<file path="config.mk">
export PLATFORM = sky130hd
export DESIGN_NAME = pcileech_sysctl
export DESIGN_NICKNAME = d
export VERILOG_FILES = /design/src/rtl/pcileech_sysctl_pkg.sv /design/src/rtl/pcileech_sysctl_btn.sv /design/src/rtl/pcileech_sysctl.sv
export SDC_FILE = /design/constraint.sdc
export NUM_CORES = 1
export LEC_CHECK = 0
export CORE_MARGIN = 2
export CORE_UTILIZATION = 40
export DETAILED_ROUTE_END_ITERATION = 12
export PLACE_DENSITY_LB_ADDON = 0.05
export SYNTH_ARGS = -nofsm -noshare
export SYNTH_HDL_FRONTEND = slang
export SYNTH_SLANG_ARGS = --single-unit
</file>
<file path="constraint.sdc">
create_clock -name clk -period 2.08 [get_ports clk]
set_clock_uncertainty 0.15 [all_clocks]
set_input_delay 0.208 -clock clk [delete_from_list [all_inputs] [get_ports clk]]
set_output_delay 0.208 -clock clk [all_outputs]
set_load 0.01 [all_outputs]
</file>
<file path="src/rtl/pcileech_sysctl_pkg.sv">
// Shared types and helpers for the board system-control block.
package pcileech_sysctl_pkg;

    typedef enum logic [1:0] {LED_OFF, LED_ON, LED_ACT, LED_BLINK} led_mode_t;
    typedef enum logic [1:0] {RST_ACTIVE, RST_HOLD, RUN} sysctl_rst_state_t;

    // Bits needed to hold values 0..max_val, never less than one.
    function automatic int unsigned cnt_width(input int unsigned max_val);
        return (max_val < 1) ? 1 : $clog2(max_val + 1);
    endfunction

endpackage

</file>
<file path="src/rtl/pcileech_sysctl_btn.sv">
// One active-low button: 2-FF synchroniser, debounce, hold counter and
// short/long press pulses.
module pcileech_sysctl_btn
    import pcileech_sysctl_pkg::*;
#(
    parameter int DEBOUNCE_CYCLES   = 1000000,
    parameter int LONG_PRESS_CYCLES = 500000000
) (
    input  logic clk,
    input  logic rst_n,
    input  logic btn_n,
    output logic level,
    output logic short_pulse,
    output logic long_pulse,
    output logic long_held
);

    localparam int DW = cnt_width(DEBOUNCE_CYCLES);
    localparam int HW = cnt_width(LONG_PRESS_CYCLES);

    logic [1:0]    sync;
    logic [DW-1:0] db_cnt;
    logic [HW-1:0] hold_cnt;
    logic          toggle;

    assign toggle    = (sync[1] != level) && (db_cnt == DW'(DEBOUNCE_CYCLES - 1));
    assign long_held = (hold_cnt == HW'(LONG_PRESS_CYCLES));

    always_ff @(posedge clk or negedge rst_n) begin
        if (!rst_n) begin
            sync        <= '0;
            db_cnt      <= '0;
            level       <= 1'b0;
            hold_cnt    <= '0;
            short_pulse <= 1'b0;
            long_pulse  <= 1'b0;
        end else begin
            sync <= {sync[0], ~btn_n};
            if (sync[1] == level || toggle)
                db_cnt <= '0;
            else
                db_cnt <= db_cnt + 1'b1;
            if (toggle)
                level <= ~level;
            // Hold count saturates so the long pulse can only fire once per press.
            if (!level)
                hold_cnt <= '0;
            else if (!long_held)
                hold_cnt <= hold_cnt + 1'b1;
            long_pulse  <= level && (hold_cnt == HW'(LONG_PRESS_CYCLES - 1));
            short_pulse <= toggle && level && !long_held;
        end
    end

endmodule

</file>
<file path="src/rtl/pcileech_sysctl.sv">
// Board system control: reset sequencing, 64-bit tick, debounced buttons, LEDs.
// Optional LED dimming PWM enabled by defining SYSCTL_LED_PWM_EN.
module pcileech_sysctl
    import pcileech_sysctl_pkg::*;
#(
    parameter int NUM_BTN           = 2,
    parameter int NUM_LED           = 2,
    parameter int RST_BTN           = 1,
    parameter int RST_HOLD_CYCLES   = 64,
    parameter int DEBOUNCE_CYCLES   = 1000000,
    parameter int LONG_PRESS_CYCLES = 500000000,
    parameter int BLINK_BIT         = 24,
    parameter int PWRON_BIT         = 27
`ifdef SYSCTL_LED_PWM_EN
    ,
    parameter logic [7:0] LED_DUTY  = 8'd64
`endif
) (
    input  logic                   clk,
    input  logic                   rst_n,
    input  logic [NUM_BTN-1:0]     btn_n,
    output logic                   sys_rst,
    output logic [63:0]            tickcount,
    output logic [NUM_BTN-1:0]     btn_level,
    output logic [NUM_BTN-1:0]     btn_short,
    output logic [NUM_BTN-1:0]     btn_long,
    output logic                   cfg_reload,
    input  logic [2*NUM_LED-1:0]   led_mode,
    input  logic [NUM_LED-1:0]     led_act,
    output logic [NUM_LED-1:0]     led_out
);

    localparam int RW = cnt_width(RST_HOLD_CYCLES);

    logic [NUM_BTN-1:0] long_held;

    for (genvar b = 0; b < NUM_BTN; b++) begin : g_btn
        pcileech_sysctl_btn #(
            .DEBOUNCE_CYCLES   (DEBOUNCE_CYCLES),
            .LONG_PRESS_CYCLES (LONG_PRESS_CYCLES)
        ) u_btn (
            .clk         (clk),
            .rst_n       (rst_n),
            .btn_n       (btn_n[b]),
            .level       (btn_level[b]),
            .short_pulse (btn_short[b]),
            .long_pulse  (btn_long[b]),
            .long_held   (long_held[b])
        );
    end

    assign cfg_reload = btn_level[RST_BTN] & long_held[RST_BTN];

    sysctl_rst_state_t state, state_nxt;
    logic [RW-1:0]     rst_cnt, rst_cnt_nxt;

    always_comb begin
        state_nxt   = state;
        rst_cnt_nxt = rst_cnt;
        if (btn_level[RST_BTN]) begin
            state_nxt = RST_ACTIVE;
        end else begin
            case (state)
                RST_ACTIVE: begin
                    state_nxt   = RST_HOLD;
                    rst_cnt_nxt = '0;
                end
                RST_HOLD: begin
                    if (rst_cnt == RW'(RST_HOLD_CYCLES - 1))
                        state_nxt = RUN;
                    else
                        rst_cnt_nxt = rst_cnt + 1'b1;
                end
                default: ;
            endcase
        end
    end

    assign sys_rst = (state != RUN);

    // Tick is held at 0 through RST_ACTIVE and its exit cycle, so the first
    // RUN cycle shows RST_HOLD_CYCLES after both power-on and button reset.
    always_ff @(posedge clk or negedge rst_n) begin
        if (!rst_n) begin
            state     <= RST_HOLD;
            rst_cnt   <= '0;
            tickcount <= '0;
        end else begin
            state   <= state_nxt;
            rst_cnt <= rst_cnt_nxt;
            if (state == RST_ACTIVE || state_nxt == RST_ACTIVE)
                tickcount <= '0;
            else
                tickcount <= tickcount + 64'd1;
        end
    end

    logic               pwron;
    logic [NUM_LED-1:0] led_res;

    assign pwron = tickcount[BLINK_BIT] & (tickcount[63:PWRON_BIT] == '0);

    always_comb begin
        led_res = '0;
        for (int i = 0; i < NUM_LED; i++) begin
            case (led_mode_t'(led_mode[2*i +: 2]))
                LED_OFF: led_res[i] = 1'b0;
                LED_ON:  led_res[i] = 1'b1;
                LED_ACT: led_res[i] = led_act[i] ^ pwron;
                default: led_res[i] = tickcount[BLINK_BIT];
            endcase
        end
    end

`ifdef SYSCTL_LED_PWM_EN
    logic [7:0] pwm_cnt;
    logic       pwm_on;

    assign pwm_on = (pwm_cnt < LED_DUTY);

    always_ff @(posedge clk or negedge rst_n) begin
        if (!rst_n) begin
            pwm_cnt <= '0;
            led_out <= '0;
        end else begin
            pwm_cnt <= pwm_cnt + 8'd1;
            led_out <= (state_nxt == RUN) ? (led_res & {NUM_LED{pwm_on}}) : '0;
        end
    end
`else
    // Gating on the next state keeps LEDs dark on every cycle sys_rst is high.
    always_ff @(posedge clk or negedge rst_n) begin
        if (!rst_n)
            led_out <= '0;
        else
            led_out <= (state_nxt == RUN) ? led_res : '0;
    end
`endif

endmodule

</file>
---- After elaboration in Yosys (flattened, before gate mapping) ----
Index checks and enable logic that the tools add are counted.
storage, ports and cells
  bits in registers ....................... 183
  output and inout bits ................... 74
  logic and storage cells ................. 86
operators by class
  add/sub/neg operators ................... 6
  equality and inequality tests ........... 21
  multiplexer cells ....................... 15
  bitwise logic cells ..................... 8
  reduce and logical (&&, ||, !) cells .... 20
operators by type and width
  operator                                                         number
  29-bit == test, second input constant                            4
  29-bit 2-to-1 mux                                                4
  64-bit by 1-bit adder with 64-bit output, second input constant  1
  64-bit 2-to-1 mux                                                1
  29-bit by 1-bit adder with 29-bit output, second input constant  2
  20-bit by 1-bit adder with 20-bit output, second input constant  2
  20-bit == test, second input constant                            2
  20-bit 2-to-1 mux                                                2
  37-bit zero test                                                 1
  7-bit case mux with 2 select lines                               1
  1-bit logical AND                                                8
  2-bit zero test                                                  4
  2-bit != test, second input constant                             4
  7-bit by 1-bit adder with 7-bit output, second input constant    1
  7-bit by 6-bit == test with 1-bit output, second input constant  1
  7-bit 2-to-1 mux                                                 1
  2-bit by 1-bit == test with 1-bit output, second input constant  3
  2-bit == test, second input constant                             3
  2-bit 2-to-1 mux                                                 3
  1-bit case mux with 3 select lines                               2
  1-bit NOT                                                        4
  2-bit case mux with 2 select lines                               1
  1-bit logical OR                                                 3
  3-bit AND reduction                                              1
  6 further kinds                                                  11

---- Logic depth before layout (Yosys ltp) ----
Gate-level depths: netlist (run 1).
  depth after elaboration ................. 7
  mapped depth ............................ 8
  gate-level depth less buffers ........... 7

---- Modules after synthesis ----
A second synthesis (run 1) with hierarchy kept.
second synthesis, totals
  cells, all modules ...................... 997
  area, all modules ....................... 9659.3 um^2
modules (own cells, without submodules)
  module               instances  cells each  area an instance (um^2)
  pcileech_sysctl_btn  2          291         2849.0
  pcileech_sysctl      1          415         3961.3

---- Worst setup path after synthesis (run 1) ----
OpenSTA, ideal clock, no wires.
  path type ............................... reg2out
  start point ............................. register g_btn[1].u_btn.hold_cnt[17]
  end point ............................... output port cfg_reload
  arrival ................................. 1911 ps
  required time ........................... 1722 ps
  path slack .............................. -189 ps
  stages on the path, launching flop included .. 5
  buffers on the path ..................... 0
  cells stage by stage .................... dfrtp_1 or4_1 or4_4 nor3_4 and2_2
on the way
  cells in the longest elaborated chain, start to end .. 2
ends and longest elaborated chain
  element                   line                       RTL
  start: declaration        pcileech_sysctl_btn.sv:23  logic [HW-1:0] hold_cnt;
  start signal: assignment  pcileech_sysctl_btn.sv:49  hold_cnt <= hold_cnt + 1'b1;
  29-bit == test            pcileech_sysctl_btn.sv:27  assign long_held = (hold_cnt == HW'(LONG_PRESS_CYCLES));
  1-bit AND                 pcileech_sysctl.sv:52      assign cfg_reload = btn_level[RST_BTN] & long_held[RST_BTN];
  end: declaration          pcileech_sysctl.sv:27      output logic cfg_reload,
No other way between the ends.

---- Final worst setup path (run 1) ----
  start point ............................. register g_btn[1].u_btn.hold_cnt[21]
  end point ............................... output port cfg_reload
The elaborated chain is that of the path after synthesis.

==> results.tsv, run 1 <==
metric	value	unit
Site Rows	56	
YS warnings	0	
IO buf count	83	
CP max stage cell	or4_4	
min cycle time layout	2.60	ns
die area	0.0247	mm^2
Switching Share	21.2	%
Post-synth EDFFs	0	
Final #Nets	1268	
cell breakdown of the critical path	or4bb_1 -> or4_4 -> nor3_4 -> and2_4 -> buf_6	
post-route cell area	0.0132	mm^2
Slew headroom	62.1	%
power share of the clock group	47.8	%
Post-synth top flop	dfrtp_1	
internal power	5.65	mW
PwrDens	545	mW/mm^2
Post-Syn Nets	1003	
CP Launch Type	flip-flop	
share of flip-flops with an asynchronous set or reset	100	%
largest cells by area after synthesis	dfrtp_1, xnor2_1, nor2_1	
diode count	0	
placed cell areas	0.0119	mm^2
Worst EP required	1.72	ns
final setup fails	14	
Placeable Area	0.0233	mm^2
antenna viol nets, final	0	
routed length per instance	15.1	um
die width	157	um
RePlAce Congestion	0.787	
dpl ws	-0.540	ns
first-pass GRT wire length	39400	um
max-slew violation count	0	
Detailed Route WL	24000	um
clk sink count	183	
post-layout util	56.5	%
fraction of layout instances using a drive strength above 1	25.8	%
net switching power figure	1.52	mW
Pleak	5.59	nW
Hold Crit Class	in2reg	
Mapped Cells	985	
HPWL after detailed placement	16900	um
clock root cell	clkbuf_16	
Initial Util	40.4	%
reg-to-reg slack, setup	-0.21	ns
number of CTS-inserted buffers	17	
worst slew pin tran	0.568	ns
synth unique cells	51	
RSZ-0062 raised after global routing	true	
arrival time at the worst endpoint	2.24	ns
gr ovfl total	0	
DR vias	8132	
failing checks	negative setup slack	
Hold Vio Cnt, Final	0	
Synth area leader	dfrtp_1	
Total GRT Usage	19.9	%
Power, Total	7.16	mW
Pre-antenna DRT Iters	4	
CTS tree	built	
WS Path Type	reg2out	
combinational power share	2.2	%
worst setup margin	-0.523	ns
vias in the first global route	7856	
Sequential Power Share	50.0	%
vias per std cell	5.14	
clock transition at the registers of the reported paths	0.07	ns
die height	157	um
Bufs on Longest Clock Path	2	
Crit. End Element	output port	
sequential area share after synthesis	48.7	%
period utilization	125	%
Seq cells post-synth	183	
pin count of the biggest net entering global routing	56	
area delta synth->final	39.9	%
# H-tree levels	4	
DRC	0	
fmax	0.384	GHz
Peak VDD IR	0.000459	V
worst hold slack	0.112	ns
IO Pins	84	
status	finished with violations	
initial antenna violation count	0	
Synth top area share	48.4	%
synthesized area per cell	9.54	um^2
drt first-iter violations	431	
crit-path max cell delay	0.56	ns
Max-cap violations	0	
crit-path max FO	2	
mapped cell area	0.00940	mm^2
Worst-Skew Late Latency	0.43	ns
==> registers in the layout (all words and copies together) (netlist names) <==
signal                   cells
g_btn.u_btn.hold_cnt        58
state                        2
g_btn.u_btn.db_cnt          40
g_btn.u_btn.short_pulse      2
led_out                      2
rst_cnt                      7
tickcount                   64
g_btn.u_btn.long_pulse       2
g_btn.u_btn.level            2
g_btn.u_btn.sync             4
==> per-layer routing <==
metal	vias up	routed length, um	global-route usage [%]
li1	4042	-	-
met1	3963	11700	28.2
met2	109	11200	31.2
met3	18	818	4.10
met4	0	246	4.94
met5	-	0	0
==> worst paths after layout <==
path	from	endpoint	cells after the start
worst max-delay path	g_btn[1].u_btn.hold_cnt[21]	cfg_reload	5
worst min-delay path	btn_n[0]	g_btn[0].u_btn.sync[0]	2
worst max register to register	g_btn[1].u_btn.hold_cnt[21]	g_btn[1].u_btn.hold_cnt[1]	7
worst min register to register	g_btn[0].u_btn.sync[0]	g_btn[0].u_btn.sync[1]	0
max in group asynchronous	rst_n	state[0]	3
min in group asynchronous	rst_n	g_btn[0].u_btn.hold_cnt[2]	2
==> layout make-up <==
| type | count | area, um^2 |
|---|---|---|
| clock buffer | 21 | 440 |
| timing repair buffer | 280 | 2470 |
| inverter | 28 | 105 |
| fill | 2136 | 10100 |
| sequential | 183 | 4590 |
| tap | 319 | 399 |
| multi-input combinational | 740 | 4970 |
| clock inverter | 11 | 175 |
==> per-stage QoR <==
step / TNS, ns / std cells
after global placement: -1.27 / 1524
final: -1.49 / 1582
after floorplan: -0.273 / 985
after detailed placement: -1.54 / 1524
after CTS: -1.35 / 1561
after global routing: -3.80 / 1582
==> critical path: cells and delay by family (launching register included) <==
| family | cells | cell delay (ns) |
|---|---|---|
| buf+inv | 1 | 0.09 |
| flops | 1 | 0.38 |
| simple gates | 4 | 1.35 |
==> placed cells by master, fill, tap and decap left out, types with 5 or more instances in the layout <==
cell             Yosys  final
clkinvlp_4           0      5
nor2_1             112    107
or4_4                1     16
nor4_4               1      6
xor2_1              44     44
dfrtp_1            182    178
and4_1              10     10
nand3_1             61     57
and2_1              30     30
ha_1                 8      8
inv_1               27     27
mux2i_1              9      9
a21oi_1             50     28
xnor2_1             59     58
buf_6                0     15
clkdlybuf4s50_1      0     80
o21ai_0             22     19
nand4_1             46     46
buf_4                6    173
buf_12               0      8
o21a_1               5      5
and3_1              25     25
nor4b_2              0      5
or3_1               20     16
o31ai_1             24     20
or4_1               27     12
nand2b_1            11     11
nand2_1             76     72
nor3_1              26     24
clkbuf_16            0     17
nor4b_1             10      5
nor4_2               3      5
nor4_1              19     12
a21oi_2              0     22
==> power by group through the flow <==
| stage | registers, mW | logic, mW | clock network, mW |
|---|---|---|---|
| floorplan | 3.65 | 0.0336 | 0 |
| global placement | 3.65 | 0.164 | 0 |
| detailed placement | 3.65 | 0.165 | 0 |
| CTS | 3.58 | 0.168 | 3.52 |
| global route | 3.58 | 0.187 | 3.65 |
| finish | 3.58 | 0.159 | 3.42 |
==> Yosys cell counts (all sizes together), types with 2 or more instances <==
master and n:
dfrtp 182, nor2 112, nand2 76, nand3 61
xnor2 59, a21oi 50, nand4 47, xor2 44
and2 31, clkbuf 28, nor3 28, or4 28
and3 27, inv 27, o31ai 24, nor4 23
o21ai 22, or3 20, nand2b 11, and4 10
nor4b 10, mux2i 9, ha 8, buf 6
a21boi 5, o21a 5, nor3b 4, a31o 3
mux2 3, nor2b 3, o211ai 3, and4b 2
nor4bb 2, or3b 2, or4bb 2
==> cell families after synthesis <==
family | after synthesis | share of synthesized area, %
AO/OA/AOI/OAI | 115 | 7.33
XOR/XNOR | 103 | 9.60
adder cells (fa/ha/maj) | 8 | 1.06
buffers and inverters | 62 | 2.71
flip-flops | 183 | 48.7
multiplexers | 12 | 1.32
AND/OR/NAND/NOR | 502 | 29.3
==> what timing repair did <==
action | 4_1_cts | 5_1_grt
pin swaps | 14 | 59
gates resized for setup | 18 | 89
cloned | 0 | 1
setup endpoints to repair | 28 | 64
setup buffers | 5 | 20
hold endpoints to repair | 53 | 0
hold buffers | 1 | 0
No activity file was read; power rests on OpenSTA's default activity.
==> run 2, diff against run 1 <==
--- a/config.mk
+++ b/config.mk
@@ -9,6 +9,7 @@
 export CORE_UTILIZATION = 40
 export DETAILED_ROUTE_END_ITERATION = 12
 export PLACE_DENSITY_LB_ADDON = 0.05
+export SKIP_CTS_REPAIR_TIMING = 1
 export SYNTH_ARGS = -nofsm -noshare
 export SYNTH_HDL_FRONTEND = slang
 export SYNTH_SLANG_ARGS = --single-unit
==> constraint.sdc (replaced) <==
create_clock -name clk -period 2.08 [get_ports clk]
set_clock_uncertainty 0.15 [all_clocks]
set_input_delay 0.312 -clock clk [delete_from_list [all_inputs] [get_ports clk]]
set_output_delay 0.312 -clock clk [all_outputs]
set_load 0.01 [all_outputs]
==> results.tsv, run 2 (same netlist as run 1, synthesis figures left out) <==
metric	value	unit
Pleak	5.69	nW
Hold Vio Cnt, Final	0	
Detailed Route WL	24200	um
max-slew violation count	0	
worst setup margin	-0.714	ns
highest routed layer	met4	
crit-path max FO	2	
Peak VDD IR	0.000429	V
Hold Crit Class	in2reg	
max FFs per register	64	
post-layout util	56.6	%
fraction of layout instances using a drive strength above 1	26.4	%
gr ovfl total	0	
status	finished with violations	
drt first-iter violations	401	
# H-tree levels	4	
CP Launch Type	flip-flop	
Initial Util	40.4	%
Site Rows	56	
Max-cap violations	0	
IO Pins	84	
arrival time at the worst endpoint	2.33	ns
Power, Total	6.88	mW
Largest Register	tickcount	
PwrDens	522	mW/mm^2
die area	0.0247	mm^2
Crit. Startpoint	g_btn[1].u_btn.hold_cnt[11]	
RSZ-0062 raised after global routing	true	
final non-filler cell total	1599	
Bufs on Longest Clock Path	2	
final setup fails	22	
Worst-Skew Late Latency	0.43	ns
vias per std cell	5.14	
Pre-antenna DRT Iters	5	
clk sink count	183	
first-pass GRT wire length	39000	um
worst hold slack	0.205	ns
Placeable Area	0.0233	mm^2
IO buf count	83	
DRC	0	
min-delay src	btn_n[1]	
commonest non-fill, non-tap cell in the layout	buf_4	
failing checks	negative setup slack	
die width	157	um
routed length per instance	15.2	um
vias in the first global route	7885	
WS Path Type	reg2out	
Crit. End Element	output port	
min cycle time layout	2.79	ns
worst slew pin tran	0.520	ns
Total GRT Usage	19.7	%
HPWL after detailed placement	17100	um
most frequent cells in the layout	buf_4, dfrtp_1, nor2_1	
dpl ws	-0.652	ns
pin count of the biggest net entering global routing	57	
Slew headroom	65.3	%
initial antenna violation count	0	
RePlAce Congestion	0.794	
Final #Nets	1285	
clock transition at the registers of the reported paths	0.07	ns
clock root cell	clkbuf_16	
antenna viol nets, final	0	
diode count	0	
Worst EP required	1.62	ns
met2 routed WL	11600	um
met1 wire length	11600	um
number of CTS-inserted buffers	17	
fmax	0.358	GHz
period utilization	134	%
Fill cells	2135	
placed cells	1529	
die height	157	um
CTS tree	built	
Worst R2R Start	g_btn[1].u_btn.hold_cnt[11]	
Top Registers	tickcount: 64 flops, g_btn.u_btn.hold_cnt: 58 flops, g_btn.u_btn.db_cnt: 40 flops	
met3 WL	716	um
area delta synth->final	40.2	%
DR vias	8221	
## run 2: changes by cell type in the layout (fill, tap and decap cells not counted), sizes merged
cell           change
buf               +18
bufinv             -3
clkbuf             -1
clkdlybuf4s50      -2
clkinv             +3
clkinvlp           -1
dlymetal6s2s       +1
inv                +2
## run 2: through the flow
step	area (um^2)	TNS (ns)
after floorplan	9430	-0.377
after global placement	11900	-1.81
after detailed placement	11900	-2.69
after CTS	12500	-4.08
after global routing	13200	-5.79
final	13200	-2.45
## run 2: final cells by class
| class | count | area (um^2) | area share, % |
|---|---|---|---|
| multi-input cells | 740 | 4910 | 37.3 |
| flip-flops and latches | 183 | 4590 | 34.8 |
| repair buffers | 297 | 2610 | 19.8 |
| clock buffers | 20 | 447 | 3.39 |
| well taps | 319 | 399 | 3.03 |
| clock inverters | 12 | 120 | 0.912 |
| inverters | 28 | 105 | 0.798 |
## run 2: power by group
| group | internal [mW] | leakage [nW] | switching, mW |
|---|---|---|---|
| Combinational | 0.0552 | 2.92 | 0.104 |
| Clock | 1.70 | 0.265 | 1.44 |
| Sequential | 3.57 | 2.51 | 0.0133 |
## run 2: metal layers
| layer | vias up | track usage [%] |
|---|---|---|
| met3 | 19 | 4.13 |
| met4 | 0 | 4.59 |
| li1 | 4076 | - |
| met1 | 4012 | 26.8 |
| met2 | 114 | 32.4 |
| met5 | - | 0 |
## run 2: final timing paths
| path | slack (ns) | depth (start not counted) | endpoint |
|---|---|---|---|
| max | -0.71 | 5 | cfg_reload |
| min | 0.21 | 2 | g_btn[1].u_btn.sync[0] |
| max reg2reg | -0.22 | 6 | g_btn[1].u_btn.hold_cnt[1] |
| min reg2reg | 0.21 | 0 | g_btn[0].u_btn.sync[1] |
| max in group asynchronous | 0.88 | 3 | state[0] |
| min in group asynchronous | 0.28 | 2 | g_btn[0].u_btn.hold_cnt[0] |
## run 2: critical path, stage by stage, from the launching register on
cell and delay (ns):
dfrtp_1 0.38, or4_1 0.52, or4_4 0.57, nor3_4 0.18, and2_4 0.16, buf_6 0.09
==> run 3, diff against run 2 <==
--- a/config.mk
+++ b/config.mk
@@ -10,6 +10,7 @@
 export DETAILED_ROUTE_END_ITERATION = 12
 export PLACE_DENSITY_LB_ADDON = 0.05
 export SKIP_CTS_REPAIR_TIMING = 1
+export SLEW_MARGIN = 20
 export SYNTH_ARGS = -nofsm -noshare
 export SYNTH_HDL_FRONTEND = slang
 export SYNTH_SLANG_ARGS = --single-unit
==> results of run 3 <==
Final layout, timing and power as in run 2 (identical DEF).
